$ cat src/rtl/mul_issue_seq_if.sv
// Request/issue/result bundle for mul_issue_seq.
// slave: the sequencer. master: the requester / writeback side.
interface mul_issue_seq_if #(
  parameter int unsigned VLEN  = 128,
  parameter int unsigned BeatW = 1
);
  logic              req_valid;
  logic              req_ready;
  logic [1:0]        req_sew;
  logic [VLEN-1:0]   req_vs1;
  logic [VLEN-1:0]   req_vs2;
  logic              flush;
  logic [1:0]        mul_sew;
  logic              mul_count_0;
  logic              mul_start;
  logic [31:0]       mul_A1;
  logic [31:0]       mul_B1;
  logic [31:0]       mul_A2;
  logic [31:0]       mul_B2;
  logic              res_valid;
  logic [BeatW-1:0]  res_beat;
  logic              res_last;
  logic              busy;
  logic              err;

  modport slave (
    input  req_valid, req_sew, req_vs1, req_vs2, flush,
    output req_ready, mul_sew, mul_count_0, mul_start, mul_A1, mul_B1, mul_A2, mul_B2,
    output res_valid, res_beat, res_last, busy, err
  );

  modport master (
    output req_valid, req_sew, req_vs1, req_vs2, flush,
    input  req_ready, mul_sew, mul_count_0, mul_start, mul_A1, mul_B1, mul_A2, mul_B2,
    input  res_valid, res_beat, res_last, busy, err
  );
endinterface

$ cat src/rtl/mul_issue_seq.sv
// mul_issue_seq: slices one VLEN-bit vector multiply request into 64-bit beats for the
// 8-bit-slice multiplier and strobes each beat's products LAT cycles after it issues.
// Optional feature: define MUL_ISSUE_SEQ_OVERLAP_EN to accept the next request while the
// previous one is still draining.
module mul_issue_seq #(
  parameter int unsigned VLEN = 128,
  parameter int unsigned LAT  = 3
) (
  input  logic           clk,
  input  logic           reset,
  mul_issue_seq_if.slave bus
);
  localparam int unsigned NB  = VLEN / 64;
  localparam int unsigned BW  = (NB > 1) ? $clog2(NB) : 1;
  localparam int unsigned CW  = (LAT > 1) ? $clog2(LAT) : 1;
  localparam int unsigned PW  = BW + 2;
  localparam int unsigned Top = LAT - 1;
  localparam logic [BW-1:0] LastBeat  = BW'(NB - 1);
  localparam logic [CW-1:0] DrainInit = CW'(LAT - 1);

  typedef enum logic [1:0] {StIdle, StIssue, StDrain} state_e;

  state_e          state_q, state_d;
  logic [BW-1:0]   beat_q, beat_d;
  logic            sub_q, sub_d;
  logic [CW-1:0]   cnt_q, cnt_d;
  logic [VLEN-1:0] vs1_q, vs1_d, vs2_q, vs2_d;
  logic [1:0]      sew_q, sew_d;
  logic            err_q, err_d;
  logic            alive_q;
  logic [31:0]     a1_q, a1_d, a2_q, a2_d, b1_q, b1_d, b2_q, b2_d;
  logic            start_q, start_d;
  // Completion pipe entry: {valid, beat, last}
  logic [PW-1:0]   pipe_q [LAT];
  logic [PW-1:0]   pipe_d [LAT];

  logic ready_state, req_ready, hs, sew_ok, last_sub, fin, issue_d;

`ifdef MUL_ISSUE_SEQ_OVERLAP_EN
  assign ready_state = (state_q == StIdle) || (state_q == StDrain);
`else
  assign ready_state = (state_q == StIdle);
`endif

  // alive_q keeps req_ready low until the first edge after reset release
  assign req_ready = alive_q && ready_state && !bus.flush;
  assign hs        = bus.req_valid && req_ready;
  assign sew_ok    = (bus.req_sew != 2'b11);
  assign last_sub  = (sew_q == 2'b10);
  assign fin       = (state_q == StIssue) && (sub_q == last_sub) && !bus.flush;

  // Next state: beat/sub sequencing, drain countdown, request capture, flush override
  always_comb begin
    state_d = state_q;
    beat_d  = beat_q;
    sub_d   = sub_q;
    cnt_d   = cnt_q;
    vs1_d   = vs1_q;
    vs2_d   = vs2_q;
    sew_d   = sew_q;
    err_d   = 1'b0;
    case (state_q)
      StIssue: begin
        if (sub_q != last_sub) begin
          sub_d = 1'b1;
        end else begin
          sub_d = 1'b0;
          if (beat_q == LastBeat) begin
            state_d = StDrain;
            cnt_d   = DrainInit;
          end else begin
            beat_d = beat_q + 1'b1;
          end
        end
      end
      StDrain: begin
        if (cnt_q == '0) state_d = StIdle;
        else             cnt_d   = cnt_q - 1'b1;
      end
      default: ;
    endcase
    if (hs) begin
      // An illegal sew is rejected without disturbing the captured sew or operands
      if (sew_ok) begin
        vs1_d   = bus.req_vs1;
        vs2_d   = bus.req_vs2;
        sew_d   = bus.req_sew;
        state_d = StIssue;
        beat_d  = '0;
        sub_d   = 1'b0;
      end else begin
        err_d = 1'b1;
      end
    end
    if (bus.flush) state_d = StIdle;
  end

  // Registered multiplier drive, computed from the next state
  always_comb begin
    issue_d = (state_d == StIssue);
    a1_d    = issue_d ? vs1_d[{beat_d, 6'd0}  +: 32] : '0;
    a2_d    = issue_d ? vs1_d[{beat_d, 6'd32} +: 32] : '0;
    b1_d    = issue_d ? vs2_d[{beat_d, 6'd0}  +: 32] : '0;
    b2_d    = issue_d ? vs2_d[{beat_d, 6'd32} +: 32] : '0;
    start_d = issue_d && (sub_d == 1'b0);
  end

  // Completion pipe: load on a beat's final issue cycle, cleared by flush
  always_comb begin
    pipe_d[0] = fin ? {1'b1, beat_q, (beat_q == LastBeat)} : '0;
    for (int i = 1; i < int'(LAT); i++) pipe_d[i] = pipe_q[i-1];
    if (bus.flush) begin
      for (int i = 0; i < int'(LAT); i++) pipe_d[i] = '0;
    end
  end

  // All sequencer state and registered outputs
  always_ff @(posedge clk or negedge reset) begin
    if (!reset) begin
      state_q <= StIdle;
      beat_q  <= '0;
      sub_q   <= 1'b0;
      cnt_q   <= '0;
      vs1_q   <= '0;
      vs2_q   <= '0;
      sew_q   <= 2'b00;
      err_q   <= 1'b0;
      alive_q <= 1'b0;
      a1_q    <= '0;
      a2_q    <= '0;
      b1_q    <= '0;
      b2_q    <= '0;
      start_q <= 1'b0;
      for (int i = 0; i < int'(LAT); i++) pipe_q[i] <= '0;
    end else begin
      state_q <= state_d;
      beat_q  <= beat_d;
      sub_q   <= sub_d;
      cnt_q   <= cnt_d;
      vs1_q   <= vs1_d;
      vs2_q   <= vs2_d;
      sew_q   <= sew_d;
      err_q   <= err_d;
      alive_q <= 1'b1;
      a1_q    <= a1_d;
      a2_q    <= a2_d;
      b1_q    <= b1_d;
      b2_q    <= b2_d;
      start_q <= start_d;
      for (int i = 0; i < int'(LAT); i++) pipe_q[i] <= pipe_d[i];
    end
  end

  assign bus.req_ready   = req_ready;
  assign bus.mul_sew     = sew_q;
  // count_0 and start coincide: both mark the first cycle of a beat
  assign bus.mul_count_0 = start_q;
  assign bus.mul_start   = start_q;
  assign bus.mul_A1      = a1_q;
  assign bus.mul_A2      = a2_q;
  assign bus.mul_B1      = b1_q;
  assign bus.mul_B2      = b2_q;
  assign bus.res_valid   = pipe_q[Top][PW-1];
  assign bus.res_beat    = pipe_q[Top][PW-2:1];
  assign bus.res_last    = pipe_q[Top][0];
  assign bus.busy        = (state_q != StIdle);
  assign bus.err         = err_q;
endmodule

$ cat src/flat_wrapper.sv
// flat-port wrapper written by rule: the top's interface ports become plain ports
module mul_issue_seq_flat 
#(
  parameter int unsigned VLEN = 128,
  parameter int unsigned LAT  = 3
)
  (clk, reset, bus_req_valid, bus_req_sew, bus_req_vs1, bus_req_vs2, bus_flush, bus_req_ready, bus_mul_sew, bus_mul_count_0, bus_mul_start, bus_mul_A1, bus_mul_B1, bus_mul_A2, bus_mul_B2, bus_res_valid, bus_res_beat, bus_res_last, bus_busy, bus_err);
  mul_issue_seq_if #(.VLEN(VLEN), .BeatW((((VLEN / 64) > 1) ? $clog2((VLEN / 64)) : 1))) bus_i ();
  input  logic clk;
  input  logic reset;
  input wire logic [$bits(bus_i.req_valid)-1:0] bus_req_valid;
  input wire logic [$bits(bus_i.req_sew)-1:0] bus_req_sew;
  input wire logic [$bits(bus_i.req_vs1)-1:0] bus_req_vs1;
  input wire logic [$bits(bus_i.req_vs2)-1:0] bus_req_vs2;
  input wire logic [$bits(bus_i.flush)-1:0] bus_flush;
  output wire logic [$bits(bus_i.req_ready)-1:0] bus_req_ready;
  output wire logic [$bits(bus_i.mul_sew)-1:0] bus_mul_sew;
  output wire logic [$bits(bus_i.mul_count_0)-1:0] bus_mul_count_0;
  output wire logic [$bits(bus_i.mul_start)-1:0] bus_mul_start;
  output wire logic [$bits(bus_i.mul_A1)-1:0] bus_mul_A1;
  output wire logic [$bits(bus_i.mul_B1)-1:0] bus_mul_B1;
  output wire logic [$bits(bus_i.mul_A2)-1:0] bus_mul_A2;
  output wire logic [$bits(bus_i.mul_B2)-1:0] bus_mul_B2;
  output wire logic [$bits(bus_i.res_valid)-1:0] bus_res_valid;
  output wire logic [$bits(bus_i.res_beat)-1:0] bus_res_beat;
  output wire logic [$bits(bus_i.res_last)-1:0] bus_res_last;
  output wire logic [$bits(bus_i.busy)-1:0] bus_busy;
  output wire logic [$bits(bus_i.err)-1:0] bus_err;
  assign bus_i.req_valid = bus_req_valid;
  assign bus_i.req_sew = bus_req_sew;
  assign bus_i.req_vs1 = bus_req_vs1;
  assign bus_i.req_vs2 = bus_req_vs2;
  assign bus_i.flush = bus_flush;
  assign bus_req_ready = bus_i.req_ready;
  assign bus_mul_sew = bus_i.mul_sew;
  assign bus_mul_count_0 = bus_i.mul_count_0;
  assign bus_mul_start = bus_i.mul_start;
  assign bus_mul_A1 = bus_i.mul_A1;
  assign bus_mul_B1 = bus_i.mul_B1;
  assign bus_mul_A2 = bus_i.mul_A2;
  assign bus_mul_B2 = bus_i.mul_B2;
  assign bus_res_valid = bus_i.res_valid;
  assign bus_res_beat = bus_i.res_beat;
  assign bus_res_last = bus_i.res_last;
  assign bus_busy = bus_i.busy;
  assign bus_err = bus_i.err;
  mul_issue_seq #(.VLEN(VLEN), .LAT(LAT)) u_core (.clk(clk), .reset(reset), .bus(bus_i));
endmodule
$ cat config.mk
export PLATFORM = sky130hd
export DESIGN_NAME = mul_issue_seq_flat
export DESIGN_NICKNAME = d
export VERILOG_FILES = /design/src/rtl/mul_issue_seq_if.sv /design/src/rtl/mul_issue_seq.sv /design/src/flat_wrapper.sv
export SDC_FILE = /design/constraint.sdc
export NUM_CORES = 1
export LEC_CHECK = 0
export ABC_AREA = 0
export CAP_MARGIN = 15
export CORE_MARGIN = 3
export CORE_UTILIZATION = 49
export CTS_CLUSTER_DIAMETER = 80
export DETAILED_ROUTE_END_ITERATION = 10
export GPL_TIMING_DRIVEN = 0
export PLACE_DENSITY = 0.81
export SLEW_MARGIN = 15
export SYNTH_ARGS = -nofsm -noshare
export SYNTH_HDL_FRONTEND = slang
export SYNTH_SLANG_ARGS = --single-unit
$ cat constraint.sdc
create_clock -name clk -period 2.3 [get_ports clk]
set_input_delay 0.46 -clock clk [delete_from_list [all_inputs] [get_ports clk]]
set_output_delay 0.46 -clock clk [all_outputs]
set_load 0.02 [all_outputs]
==> summary.txt <==
CTS
  – Total CTS buffers: 42
  – CTS clk-pin slew, worst paths: 0.06 ns
  – Clock Latency Late Sink: 0.52 ns
  – Root buffer cell: clkbuf_16
  – CTS sink cnt: around 400
  – CTS tree: yes
  – Max Buffers Root-to-Sink: 3
  – Max H-tree Level: 2

Critical path
  – Worst path required time: between 2 and 3 ns
  – Cell Chain, Critical Path: inv_2 -> ha_4 -> nand4b_1 -> a21oi_4 -> buf_12 -> clkbuf_16 -> buf_8 -> mux2_2 -> mux2i_1 -> nor2_1
  – Crit Path Max Fanout: 10
  – Slowest CP cell: dfrtp_1
  – CP arrival: about 2.7 ns
  – Worst Setup Start Kind: flop
  – Worst path bufs/invs: 4
  – Setup crit start: u_core.state_q[1]$_DFF_PN0_
  – Kind of cell adding the most delay to the critical path: buffers and inverters
  – Critical path class: reg -> reg
  – Largest stage delay, worst path: 0.41 ns
  – Crit end category: flop
  – Worst r2r src: u_core.state_q[1]$_DFF_PN0_

Placement
  – Area after DPL: 20,070 sq um
  – Placer Congestion: 0.8521
  – Port buffer count: approximately 400
  – Dpl hpwl: 30,450 microns

Timing
  – Slew headroom: 64.79%
  – Finish-stage setup viols: 0
  – Max frequency: 0.4381 GHz
  – Worst-Margin Slew: 0.5281 ns
  – Minimum hold slack: 0.3893 ns
  – Final Hold Viols: 0
  – RSZ-0062 raised after global routing: true
  – Fin. max-slew vios: 0
  – Setup_tns: 0 ns
  – Tcrit/Tclk final: 99.23%
  – Clock skew: around 0.013 ns
  – Minimum clock period: 2.282 ns

Synthesis
  – Area leader, netlist: dfrtp_1
  – Syn_area_per_cell: 11.89 sq um
  – Area contributors post-synth: dfrtp_1, nand2_1, mux2_2
  – Most frequent cell after synthesis: dfrtp_1
  – Synth cell count leaders: dfrtp_1, nand2_1, nor2_1
  – Post-Syn Area: 15,470 sq um
  – Post-synth EDFFs: 0
  – Yosys warnings: 0
  – Yosys cell types: 32
  – Yosys top cell area share: approximately two thirds
  – FF+latch count, synth: 401
  – Post-Syn Instances: 1,301
  – Syn_nets: 1,567
  – Sequential-to-total area share from yosys stat: 64.88%
  – Synth Flop Type: dfrtp_1
  – Async set-reset flop share out of synthesis: 100.0%

Drt
  – Starting DRC count in detailed routing: ~650
  – Via-to-Cell Ratio: ~5
  – Routed length per placed instance: 19.76 microns
  – Vias: 11,072
  – Detailed Routing Iterations Pass 1: 5
  – Drt drc: 0
  – Detailed-route wire length: 43,150 microns
  – Number of nets with antenna violations after routing: 0

Final layout
  – Layout net count: 2,021
  – Layout cells sized above 1: 15.73%
  – Layout area overhead: 40.83%
  – Final core occ: 70.65%
  – Finished layout cell area: 21,780 sq um

Min path
  – Hold Crit Class: in -> async

Global routing
  – Largest net degree at the start of global routing: 103
  – Global-route wire length before repair: between 60,000 and 70,000 microns
  – Grt ovf: 0
  – Number of global-route vias before repair: 11,879
  – Initial antenna violation count: 8
  – Gr usage total: 24.92%

Pwr
  – Cell area power density: 891.0 nW/um^2
  – Total power: 19.41 mW
  – Leak: 10.61 nW
  – Maximum VDD drop: about 590 uV

Die
  – Initial core utilization: 50.17%
  – Die H: approximately 180 microns
  – Site row count: 64
  – Full die area: around 34,000 sq um
  – Ports: 400
  – Die X: 183.7 microns
  – Core area: 30,830 sq um

Flow run
  – Max cap viols: 0

Status
  – Status: finished, final reports clean
where the power goes:
part           internal (mW)  leakage (nW)  switching (mW)
Clock                   3.80         0.637            2.63
Sequential              8.18          5.12           0.474
Combinational           2.21          4.85            2.11
Total                   14.2          10.6            5.22
logic make-up after synthesis:
logic type               after synthesis  share of synthesized area (%)
adder cells (fa/ha/maj)                4                         0.3236
AND/OR/NAND/NOR                      546                          13.57
other                                  1                        0.02424
AO/OA/AOI/OAI                         11                         0.5501
buffers and inverters                 80                          2.920
flip-flops                           401                          64.88
multiplexers                         258                          17.73
metal layers:
metal / wire, microns / global-route usage [%]
met2: 21490 / 42.21
met5: 0 / 0
met1: 17340 / 31.80
met3: 2664 / 4.947
met4: 1657 / 9.933
through the flow:
stage	setup slack [ns]	instances
2_1_floorplan	0.2790	1301
3_3_place_gp	-16.23	2096
3_5_place_dp	-0.9558	2100
4_1_cts	-0.04759	2173
5_1_grt	-0.06221	2184
6_report	0.01764	2184
cells in the final DEF (no fill, tap or decap), types with 14 or more instances in the layout:
master           count
dfrtp_1            401
clkdlybuf4s50_1    396
nand2_1            390
nor2_1             139
mux2_2             128
mux2i_1            126
clkbuf_16           44
buf_6               28
buf_4               14
clkbuf_1            14
area by class of cell:
type                    count  area (sq um)
diodes                      8         20.02
plain buffers              73         638.1
clock buffers              60          1190
clock inverters             9         102.6
fillers                  2165          9047
inverters                   7         26.28
multi-input cells         820          5082
flip-flops and latches    401         10030
well taps                 396         495.5
repair buffers            410          4193
worst reg2reg max path, stage by stage, from the launching register on:
cell	delay, ns
dfrtp_1	0.41
inv_2	0.10
ha_4	0.16
nand4b_1	0.18
a21oi_4	0.18
buf_12	0.14
clkbuf_16	0.17
buf_8	0.17
mux2_2	0.38
mux2i_1	0.18
nor2_1	0.09
final timing paths:
check	to	slack [ns]	cells past startpoint
max	u_core.bus.mul_B1[0]$_DFF_PN0_	0.02	10
min	u_core.vs1_q[41]$_DFF_PN0_	0.39	2
max reg2reg	u_core.bus.mul_B1[0]$_DFF_PN0_	0.02	10
min reg2reg	u_core.bus.res_beat$_DFF_PN0_	0.47	1
max in group asynchronous	u_core.vs2_q[123]$_DFF_PN0_	0.67	4
min in group clk	u_core.vs2_q[105]$_DFF_PN0_	0.47	3
repair_timing:
item,CTS,global route
buffers inserted,3,2
cloned,0,1
setup endpoints to repair,357,222
pin swaps,2,3
resized for setup,52,57
endpoints found under the hold margin,25,0
hold buffers,1,0
registers in the layout, indices dropped and copies added (netlist names), 2 cells and up:
register            flops
u_core.vs1_q          128
u_core.vs2_q          128
u_core.bus.mul_A1      32
u_core.bus.mul_A2      32
u_core.bus.mul_B1      32
u_core.bus.mul_B2      32
u_core.pipe_q           4
u_core.bus.mul_sew      2
u_core.cnt_q            2
u_core.state_q          2
(Power assumes the default switching activity.)
